`config.mk`:
```
export PLATFORM = sky130hd
export DESIGN_NAME = rr_stage
export DESIGN_NICKNAME = d
export VERILOG_FILES = /design/src/rtl/rr_stage_pkg.sv /design/src/rtl/rr_stage_reg_file.sv /design/src/rtl/rr_stage.sv
export SDC_FILE = /design/constraint.sdc
export NUM_CORES = 2
export LEC_CHECK = 0
export ABC_AREA = 1
export ABC_CLOCK_PERIOD_IN_PS = 1700
export BUFFER_PORTS_ARGS = -buffer_cell sky130_fd_sc_hd__buf_2
export CAP_MARGIN = 20
export CORE_MARGIN = 2
export CORE_UTILIZATION = 63
export CTS_CLUSTER_DIAMETER = 200
export DETAILED_ROUTE_END_ITERATION = 7
export PLACE_DENSITY = 0.88
export SYNTH_ARGS = -nofsm -noshare
export SYNTH_HDL_FRONTEND = slang
export SYNTH_HIERARCHICAL = 1
export SYNTH_SLANG_ARGS = --single-unit
```
`constraint.sdc`:
```
create_clock -name clk_i -period 1.7 [get_ports clk_i]
set_input_delay 0.085 -clock clk_i [delete_from_list [all_inputs] [get_ports clk_i]]
set_output_delay 0.085 -clock clk_i [all_outputs]
set_load 0.1 [all_outputs]
```
`src/rtl/rr_stage_pkg.sv`:
```
// rr_stage_pkg: shared constants and types for the register-read stage.
// Holds MIPS field positions, default widths, the control-bundle type and
// its all-zero bubble value, plus a sign-extension helper.
package rr_stage_pkg;

    localparam int DATA_W  = 32;
    localparam int REG_AW  = 5;
    localparam int INSTR_W = 32;

    // MIPS instruction field positions
    localparam int RS_MSB  = 25;
    localparam int RS_LSB  = 21;
    localparam int RT_MSB  = 20;
    localparam int RT_LSB  = 16;
    localparam int RD_MSB  = 15;
    localparam int RD_LSB  = 11;
    localparam int IMM_MSB = 15;
    localparam int IMM_LSB = 0;

    // Control bundle carried from ID/RR into RR/EX
    typedef struct packed {
        logic       regwrite;
        logic       memread;
        logic       memwrite;
        logic       memtoreg;
        logic       alusrc;
        logic       branch;
        logic       jump;
        logic       ctrl_r;
        logic [3:0] alu_control;
    } ctrl_t;

    // A bubble carries no side effects: every control bit cleared
    localparam ctrl_t CTRL_BUBBLE = '0;

    function automatic logic [INSTR_W-1:0] sign_ext16(input logic [15:0] v);
        return {{16{v[15]}}, v};
    endfunction

endpackage

```
`src/rtl/rr_stage_reg_file.sv`:
```
// rr_stage_reg_file: 2-read / 1-write register file with asynchronous
// active-low reset. Register 0 is hard-wired to zero and a write in flight
// is bypassed to a matching read address in the same cycle.
module rr_stage_reg_file #(
    parameter int DATA_W = 32,
    parameter int REG_AW = 5
) (
    input  logic                        clk_i,
    input  logic                        rst_ni,
    input  logic [1:0][REG_AW-1:0]      rd_addr_i,
    output logic [1:0][DATA_W-1:0]      rd_data_o,
    input  logic                        wr_en_i,
    input  logic [REG_AW-1:0]           wr_addr_i,
    input  logic [DATA_W-1:0]           wr_data_i
);

    localparam int NREGS = 2 ** REG_AW;

    logic [DATA_W-1:0] regs_q [NREGS];
    logic              wr_valid;

    // Writes to r0 are discarded so it never holds a nonzero value
    assign wr_valid = wr_en_i && (wr_addr_i != '0);

    // Register storage: cleared on reset, written on valid writeback
    always_ff @(posedge clk_i or negedge rst_ni) begin
        if (!rst_ni) begin
            for (int i = 0; i < NREGS; i++) begin
                regs_q[i] <= '0;
            end
        end else if (wr_valid) begin
            regs_q[wr_addr_i] <= wr_data_i;
        end
    end

    genvar gi;
    generate
        for (gi = 0; gi < 2; gi++) begin : g_rd_port
            // Read port: r0 reads zero, in-flight write wins over stored value
            always_comb begin
                rd_data_o[gi] = regs_q[rd_addr_i[gi]];
                if (rd_addr_i[gi] == '0) begin
                    rd_data_o[gi] = '0;
                end else if (wr_valid && (wr_addr_i == rd_addr_i[gi])) begin
                    rd_data_o[gi] = wr_data_i;
                end
            end
        end
    endgenerate

endmodule

```
`src/rtl/rr_stage.sv`:
```
// rr_stage: register-read pipeline stage. Decodes register fields, reads the
// register file (with writeback bypass), detects load-use hazards against the
// instruction in EX and registers everything into the RR/EX pipeline register.
// Optional feature macro: RR_STALL_CNT_EN adds a 32-bit hazard stall counter
// on output stall_cnt_o.
module rr_stage #(
    parameter int DATA_W = rr_stage_pkg::DATA_W,
    parameter int REG_AW = rr_stage_pkg::REG_AW
) (
    input  logic                clk_i,
    input  logic                rst_ni,
    input  logic [31:0]         instr_i,
    input  logic [31:0]         pc_i,
    input  logic                regwrite_i,
    input  logic                memread_i,
    input  logic                memwrite_i,
    input  logic                memtoreg_i,
    input  logic                alusrc_i,
    input  logic                branch_i,
    input  logic                jump_i,
    input  logic                ctrl_r_i,
    input  logic [3:0]          alu_control_i,
    input  logic                wb_we_i,
    input  logic [REG_AW-1:0]   wb_addr_i,
    input  logic [DATA_W-1:0]   wb_data_i,
    input  logic                rr_ex_lock_i,
    input  logic                rr_ex_flush_i,
    output logic                id_rr_lock_o,
    output logic [DATA_W-1:0]   rs_data_o,
    output logic [DATA_W-1:0]   rt_data_o,
    output logic [31:0]         imm_o,
    output logic [REG_AW-1:0]   rs_o,
    output logic [REG_AW-1:0]   rt_o,
    output logic [REG_AW-1:0]   dst_o,
    output logic [31:0]         pc_o,
    output logic [31:0]         instr_o,
    output logic                regwrite_o,
    output logic                memread_o,
    output logic                memwrite_o,
    output logic                memtoreg_o,
    output logic                alusrc_o,
    output logic                branch_o,
    output logic                jump_o,
    output logic                ctrl_r_o,
    output logic [3:0]          alu_control_o
`ifdef RR_STALL_CNT_EN
    ,
    output logic [31:0]         stall_cnt_o
`endif
);

    import rr_stage_pkg::*;

    // Decoded fields of the instruction sitting in ID/RR
    logic [REG_AW-1:0]         rs;
    logic [REG_AW-1:0]         rt;
    logic [REG_AW-1:0]         rd;
    logic [REG_AW-1:0]         dst;
    logic [31:0]               imm;
    logic [1:0][REG_AW-1:0]    rd_addr;
    logic [1:0][DATA_W-1:0]    rd_data;
    ctrl_t                     ctrl_in;
    logic                      uses_rt;
    logic                      hazard;

    // RR/EX pipeline register
    logic [DATA_W-1:0] rs_data_q, rs_data_d;
    logic [DATA_W-1:0] rt_data_q, rt_data_d;
    logic [31:0]       imm_q, imm_d;
    logic [REG_AW-1:0] rs_q, rs_d;
    logic [REG_AW-1:0] rt_q, rt_d;
    logic [REG_AW-1:0] dst_q, dst_d;
    logic [31:0]       pc_q, pc_d;
    logic [31:0]       instr_q, instr_d;
    ctrl_t             ctrl_q, ctrl_d;

    assign rs  = instr_i[RS_MSB:RS_LSB];
    assign rt  = instr_i[RT_MSB:RT_LSB];
    assign rd  = instr_i[RD_MSB:RD_LSB];
    assign dst = ctrl_r_i ? rd : rt;
    assign imm = sign_ext16(instr_i[IMM_MSB:IMM_LSB]);

    assign ctrl_in.regwrite    = regwrite_i;
    assign ctrl_in.memread     = memread_i;
    assign ctrl_in.memwrite    = memwrite_i;
    assign ctrl_in.memtoreg    = memtoreg_i;
    assign ctrl_in.alusrc      = alusrc_i;
    assign ctrl_in.branch      = branch_i;
    assign ctrl_in.jump        = jump_i;
    assign ctrl_in.ctrl_r      = ctrl_r_i;
    assign ctrl_in.alu_control = alu_control_i;

    assign rd_addr[0] = rs;
    assign rd_addr[1] = rt;

    rr_stage_reg_file #(
        .DATA_W (DATA_W),
        .REG_AW (REG_AW)
    ) u_reg_file (
        .clk_i     (clk_i),
        .rst_ni    (rst_ni),
        .rd_addr_i (rd_addr),
        .rd_data_o (rd_data),
        .wr_en_i   (wb_we_i),
        .wr_addr_i (wb_addr_i),
        .wr_data_i (wb_data_i)
    );

    // rt is a true source only for R-type, stores and branches
    assign uses_rt = ctrl_r_i | memwrite_i | branch_i;
    assign hazard  = ctrl_q.memread && (dst_q != '0) &&
                     ((dst_q == rs) || ((dst_q == rt) && uses_rt));

    // A flush squashes whatever would have stalled, so it also drops the stall
    assign id_rr_lock_o = (hazard | rr_ex_lock_i) & ~rr_ex_flush_i;

    // RR/EX next state: flush, then hold on lock, then bubble on hazard, else load
    always_comb begin
        rs_data_d = rs_data_q;
        rt_data_d = rt_data_q;
        imm_d     = imm_q;
        rs_d      = rs_q;
        rt_d      = rt_q;
        dst_d     = dst_q;
        pc_d      = pc_q;
        instr_d   = instr_q;
        ctrl_d    = ctrl_q;
        if (rr_ex_flush_i || (!rr_ex_lock_i && hazard)) begin
            rs_data_d = '0;
            rt_data_d = '0;
            imm_d     = '0;
            rs_d      = '0;
            rt_d      = '0;
            dst_d     = '0;
            pc_d      = '0;
            instr_d   = '0;
            ctrl_d    = CTRL_BUBBLE;
        end else if (!rr_ex_lock_i) begin
            rs_data_d = rd_data[0];
            rt_data_d = rd_data[1];
            imm_d     = imm;
            rs_d      = rs;
            rt_d      = rt;
            dst_d     = dst;
            pc_d      = pc_i;
            instr_d   = instr_i;
            ctrl_d    = ctrl_in;
        end
    end

    // RR/EX register update
    always_ff @(posedge clk_i or negedge rst_ni) begin
        if (!rst_ni) begin
            rs_data_q <= '0;
            rt_data_q <= '0;
            imm_q     <= '0;
            rs_q      <= '0;
            rt_q      <= '0;
            dst_q     <= '0;
            pc_q      <= '0;
            instr_q   <= '0;
            ctrl_q    <= CTRL_BUBBLE;
        end else begin
            rs_data_q <= rs_data_d;
            rt_data_q <= rt_data_d;
            imm_q     <= imm_d;
            rs_q      <= rs_d;
            rt_q      <= rt_d;
            dst_q     <= dst_d;
            pc_q      <= pc_d;
            instr_q   <= instr_d;
            ctrl_q    <= ctrl_d;
        end
    end

    assign rs_data_o     = rs_data_q;
    assign rt_data_o     = rt_data_q;
    assign imm_o         = imm_q;
    assign rs_o          = rs_q;
    assign rt_o          = rt_q;
    assign dst_o         = dst_q;
    assign pc_o          = pc_q;
    assign instr_o       = instr_q;
    assign regwrite_o    = ctrl_q.regwrite;
    assign memread_o     = ctrl_q.memread;
    assign memwrite_o    = ctrl_q.memwrite;
    assign memtoreg_o    = ctrl_q.memtoreg;
    assign alusrc_o      = ctrl_q.alusrc;
    assign branch_o      = ctrl_q.branch;
    assign jump_o        = ctrl_q.jump;
    assign ctrl_r_o      = ctrl_q.ctrl_r;
    assign alu_control_o = ctrl_q.alu_control;

`ifdef RR_STALL_CNT_EN
    logic [31:0] stall_cnt_q, stall_cnt_d;

    // Hazard cycles that are not squashed by a flush count as stalls; wraps naturally
    always_comb begin
        stall_cnt_d = stall_cnt_q;
        if (hazard && !rr_ex_flush_i) begin
            stall_cnt_d = stall_cnt_q + 32'd1;
        end
    end

    // Stall counter register
    always_ff @(posedge clk_i or negedge rst_ni) begin
        if (!rst_ni) begin
            stall_cnt_q <= '0;
        end else begin
            stall_cnt_q <= stall_cnt_d;
        end
    end

    assign stall_cnt_o = stall_cnt_q;
`endif

endmodule

```
==> results by group, run 1 <==
Outcome
  – Status: aborted with a tool error
  – Fail Step: global routing (5_1_grt)
  – Err: [ERROR GRT-0232] Routing congestion too high. Check the congestion heatmap in the GUI.

Logic synthesis
  – Avg Inst Size Synth: 6.98 um2
  – Most frequent cell after synthesis: nand2_1
  – Synth top area share: 44.4%
  – Sequential share of the synthesized area: 44.4%
  – Post-synth ARST share: 100%
  – Synth top cells by count: nand2_1 (2971), o21ai_0 (1346), dfrtp_1 (1169), nand3_1 (1134), inv_1 (771)
  – Synth area leaders: dfrtp_1 (44%), nand2_1 (17%), o21ai_0 (10%)
  – Mapped Nets: 9569
  – Post-synth cell types: 33
  – Synth Instances: ~9.5k
  – Post-synth EDFFs: 0
  – Largest area contributor in the netlist: dfrtp_1
  – Post-Syn Area: 66000 um2
  – Synthesized flop and latch total: 1169
  – Most used DFF post-synth: dfrtp_1
  – Yosys warns: 6

Placed design
  – Routability cong.: 1.04
  – Port Buffer Count: 305
  – DP HPWL: 166000 um

Clock tree
  – CTS H-tree depth: 4
  – Total clock buffers created by CTS: between 100 and 150
  – Worst-case clock buffer depth: 3
  – CTS root buffer: clkbuf_16
  – Clock sinks: 1169

Floorplan
  – Die Span Y: 328 um
  – Die Span X: 328 um
  – Num rows: 118
  – Initial Utilization: 63.6%
  – Total I/O pin count: 306

Global routing
  – GR Util All Layers: 68.3%
  – Total global routing overflow: 807
  – Pin count of the biggest net entering global routing: 104
-- logic make-up after synthesis --
| group | Yosys count | synth area share, % |
|---|---|---|
| and+or+nand+nor | 4743 | 30.1 |
| buffers and inverters | 1627 | 10.1 |
| AOI/OAI and AO/OA | 1903 | 15.3 |
| xor gates and xnor gates | 9 | 0.120 |
| DFF | 1169 | 44.4 |
-- layer usage --
metal	overflow	track usage, %
met4	207	59.8
met1	76	72.2
met2	395	82.0
met5	26	31.3
met3	103	54.7
-- metrics by stage --
stage	TNS, ns	util [%]	worst slack, ns	cells	cell area [um2]
after CTS	-22.54	75.8	-0.569	11237	78600
after detailed placement	-30.13	69.9	-0.390	10878	72500
after global placement	-24.33	69.9	-0.363	10878	72500
after floorplan	-0.337	-	-0.337	9451	66000
-- timing repair --
item                                     CTS
buffers inserted                          10
pin swaps                                  6
endpoints found under the hold margin   1805
gates resized for setup                  165
endpoints found under the setup margin   220
hold buffers                             116
==> run 2: changes to the inputs <==
Settings changed: CORE_UTILIZATION 63 to 40, CTS_CLUSTER_DIAMETER 200 to unset, PLACE_DENSITY 0.88 to unset, PLACE_DENSITY_LB_ADDON set to 0.15.
==> results by group, run 2 <==
Outcome
  – Status: complete, but fails checks
  – Violated checks: setup timing

STA
  – Final Skew: 0.0325 ns
  – Final worst slack: -0.576 ns
  – RSZ-0062 raised after global routing: true
  – Fmax: around 440 MHz
  – Setup violations, final: 150
  – Min Hold Slack: 0.0629 ns
  – Slew headroom: about 59%
  – Final Cycle Share: 134%
  – Final hold violation count: 0
  – Tightest Pin Transition: roughly 0.62 ns
  – Final worst path period need: 2.28 ns
  – Final slew viol count: 0

Cells and area
  – Final core utilization: 50.4%
  – Nets: 10.1k
  – Layout cells sized above 1: 16.1%
  – Fin area: 82900 um2
  – Commonest cells after routing, fill and taps aside: nand2_1 (2922), o21ai_0 (1342), dfrtp_1 (1146)
  – Biggest register: u_reg_file/regs_q
  – Cell Count, Final, Fillers Out: 12.3k
  – Commonest non-fill, non-tap cell in the layout: nand2_1
  – Synthesis-to-finish area growth: 25.7%
  – Max reg flops: 1024

Power
  – Sequential share of power: 40.7%
  – Power, Total: about 90 mW
  – Peak supply drop: 1.11 mV
  – P_int: 58.9 mW
  – Logic pwr share: 24.0%
  – Lkg Pwr: roughly 40 nW
  – Net Switching: a little under 30 mW
  – Sw Ratio: about a third
  – Clk pwr share: 35.3%
  – Pwr dens: 1070 nW/um2

Floorplan
  – Num rows: 149 (+26%)
  – Die Span X: 410 um (+25%)
  – Die Span Y: 410 um (+25%)
  – Core area: about 160000 um2
  – Initial Utilization: 40.1% (-24 points)
  – Die outline area: ~170000 um2
  – Total I/O pin count: 306 (unchanged)

Logic synthesis
  – Synthesized flop and latch total: 1169 (unchanged)
  – Synth area leaders: dfrtp_1 (44%), nand2_1 (17%), o21ai_0 (10%)
  – Synth Instances: 9451 (unchanged)
  – Post-Syn Area: 66000 um2 (unchanged)
  – Synth top cells by count: nand2_1 (2971), o21ai_0 (1346), dfrtp_1 (1169), nand3_1 (1134), inv_1 (771)
  – Post-synth ARST share: 100% (unchanged)
  – Avg Inst Size Synth: 6.98 um2 (unchanged)
  – Most frequent cell after synthesis: nand2_1
  – Sequential share of the synthesized area: 44.4% (unchanged)
  – Mapped Nets: 9569 (unchanged)
  – Largest area contributor in the netlist: dfrtp_1
  – Yosys warns: 6 (unchanged)
  – Most used DFF post-synth: dfrtp_1
  – Synth top area share: 44.4% (unchanged)
  – Post-synth cell types: 33 (unchanged)
  – Post-synth EDFFs: 0 (unchanged)

Critical path
  – Worst path arrival time: approximately 2.2 ns
  – R2r startpoint: dst_o[1]$_DFFE_PN0P_
  – Crit path launch type: flip-flop
  – Reg2reg end: rt_data_o[26]$_DFFE_PN0P_
  – Worst EP required: 1.62 ns
  – CP most frequent cell: nand2_2
  – Crit path from: dst_o[4]$_DFFE_PN0P_
  – CP Capture Point: id_rr_lock_o
  – CP peak stage delay: 0.51 ns
  – Reg2Reg Setup Slack: -0.27 ns
  – Crit Path Class: flip-flop to output port
  – CP max FO: 6
  – Slowest CP cell: dfrtp_4
  – FF-to-FF path depth: 11
  – Crit-path cells: nand2_2, nand2_1, nor2_1, nand3_1, nand2_2, nand2_8, a21oi_4, buf_12
  – Crit path capture type: output port

Clock tree
  – Total clock buffers created by CTS: 143 (+10%)
  – CTS root buffer: clkbuf_16
  – CTS H-tree depth: 4 (unchanged)
  – Clock transition at path regs: about 0.06 ns
  – CTS tree: done
  – Worst skew pair latency: 0.79 ns
  – Worst-case clock buffer depth: 3 (unchanged)
  – Clock sinks: 1169 (unchanged)

Global routing
  – First-pass GRT wire length: 433000 um
  – GR Util All Layers: roughly 34%
  – Pin count of the biggest net entering global routing: 96
  – Total global routing overflow: 0
  – Antenna violations before repair: 8
  – Vias in the first global route: 64.6k

Route
  – Routed vias: 69.0k
  – Routed WL: ~290000 um
  – Vias/cell: 5.62
  – Initial drt markers: 9245
  – Drt pass-1 iters: 6
  – Wire length per cell: 24.0 um
  – Drt drc: 0
  – Post-route ant nets: 0

Worst hold path
  – Hold Crit Class: primary input to flip-flop
  – Hold Crit Start: wb_addr_i[3]
  – Worst hold path depth: 5

Placed design
  – Port Buffer Count: 305 (unchanged)
  – Routability cong.: 0.942 (-9.0%)
  – DP HPWL: 194000 um (+16%)
  – Placed cell areas: 75700 um2 (+4.4%)
  – DP Cell Count: 11.9k (+9.4%)

Run
  – Max-cap viol count: 0
## run 2: cell counts after synthesis
Identical to the previous run, type by type.
## run 2: cells by family after synthesis
group	count (synthesis)	share of synthesized area, %
buf+inv	1627	10.1
flops	1169	44.4
simple gates	4743	30.1
xor+xnor	9	0.120
compound gates	1903	15.3
## run 2: worst min path at each step
| stage | to | slack [ns] |
|---|---|---|
| after floorplan | alu_control_o[0]$_DFFE_PN0P_ | -0.21 |
| after global placement | u_reg_file/regs_q[803]$_DFFE_PN0P_ | -0.05 |
| after detailed placement | u_reg_file/regs_q[803]$_DFFE_PN0P_ | -0.05 |
| after CTS | u_reg_file/regs_q[39]$_DFFE_PN0P_ | 0.003 |
| after global routing | u_reg_file/regs_q[337]$_DFFE_PN0P_ | 0.05 |
| final | u_reg_file/regs_q[337]$_DFFE_PN0P_ | 0.06 |
## run 2: cell type report
type / instances / area, um2
fill: 16073 / 81500
multi-input combinational: 6655 / 30600
sequential: 1169 / 29300
timing repair buffer: 1236 / 12600
clock buffer: 212 / 4260
inverter: 787 / 2990
tap: 2189 / 2740
clock inverter: 41 / 453
antenna: 1 / 2.50
## run 2: what timing repair did
item | CTS | global route
endpoints found under the setup margin | 152 | 182
buffers inserted | 8 | 8
hold buffers | 107 | 0
gates cloned | 2 | 8
pin swaps | 10 | 18
resized for setup | 245 | 103
hold endpoints to repair | 1817 | 0
## run 2: critical path, delay by kind of cell (launching register included)
kind	cells	cell delay, ns
and+or+nand+nor	6	0.52
DFF	1	0.51
AOI/OAI and AO/OA	1	0.17
buffers and inverters	1	0.19
## run 2: per-layer routing
metal,track usage [%],wire [um]
met1,46.4,120000
met4,19.5,19200
met3,5.93,27400
met5,0,36
met2,51.8,128000
## run 2: power groups by stage
stage / logic [mW] / clock network, mW / registers [mW]
2_1_floorplan: 11.4 / 0 / 37.1
3_5_place_dp: 20.3 / 0 / 36.3
5_1_grt: 23.6 / 32.8 / 36.6
6_report: 21.3 / 31.3 / 36.1
4_1_cts: 20.9 / 31.7 / 35.9
3_3_place_gp: 20.0 / 0 / 36.2
## run 2: metrics by stage
| step | setup slack [ns] | TNS, ns |
|---|---|---|
| 6_report | -0.576 | -24.38 |
| 5_1_grt | -0.649 | -40.06 |
| 4_1_cts | -0.580 | -20.32 |
| 3_5_place_dp | -0.535 | -55.05 |
| 3_3_place_gp | -0.573 | -53.69 |
| 2_1_floorplan | -0.337 | -0.337 |
Note: power is estimated with default switching activity, not from simulation.
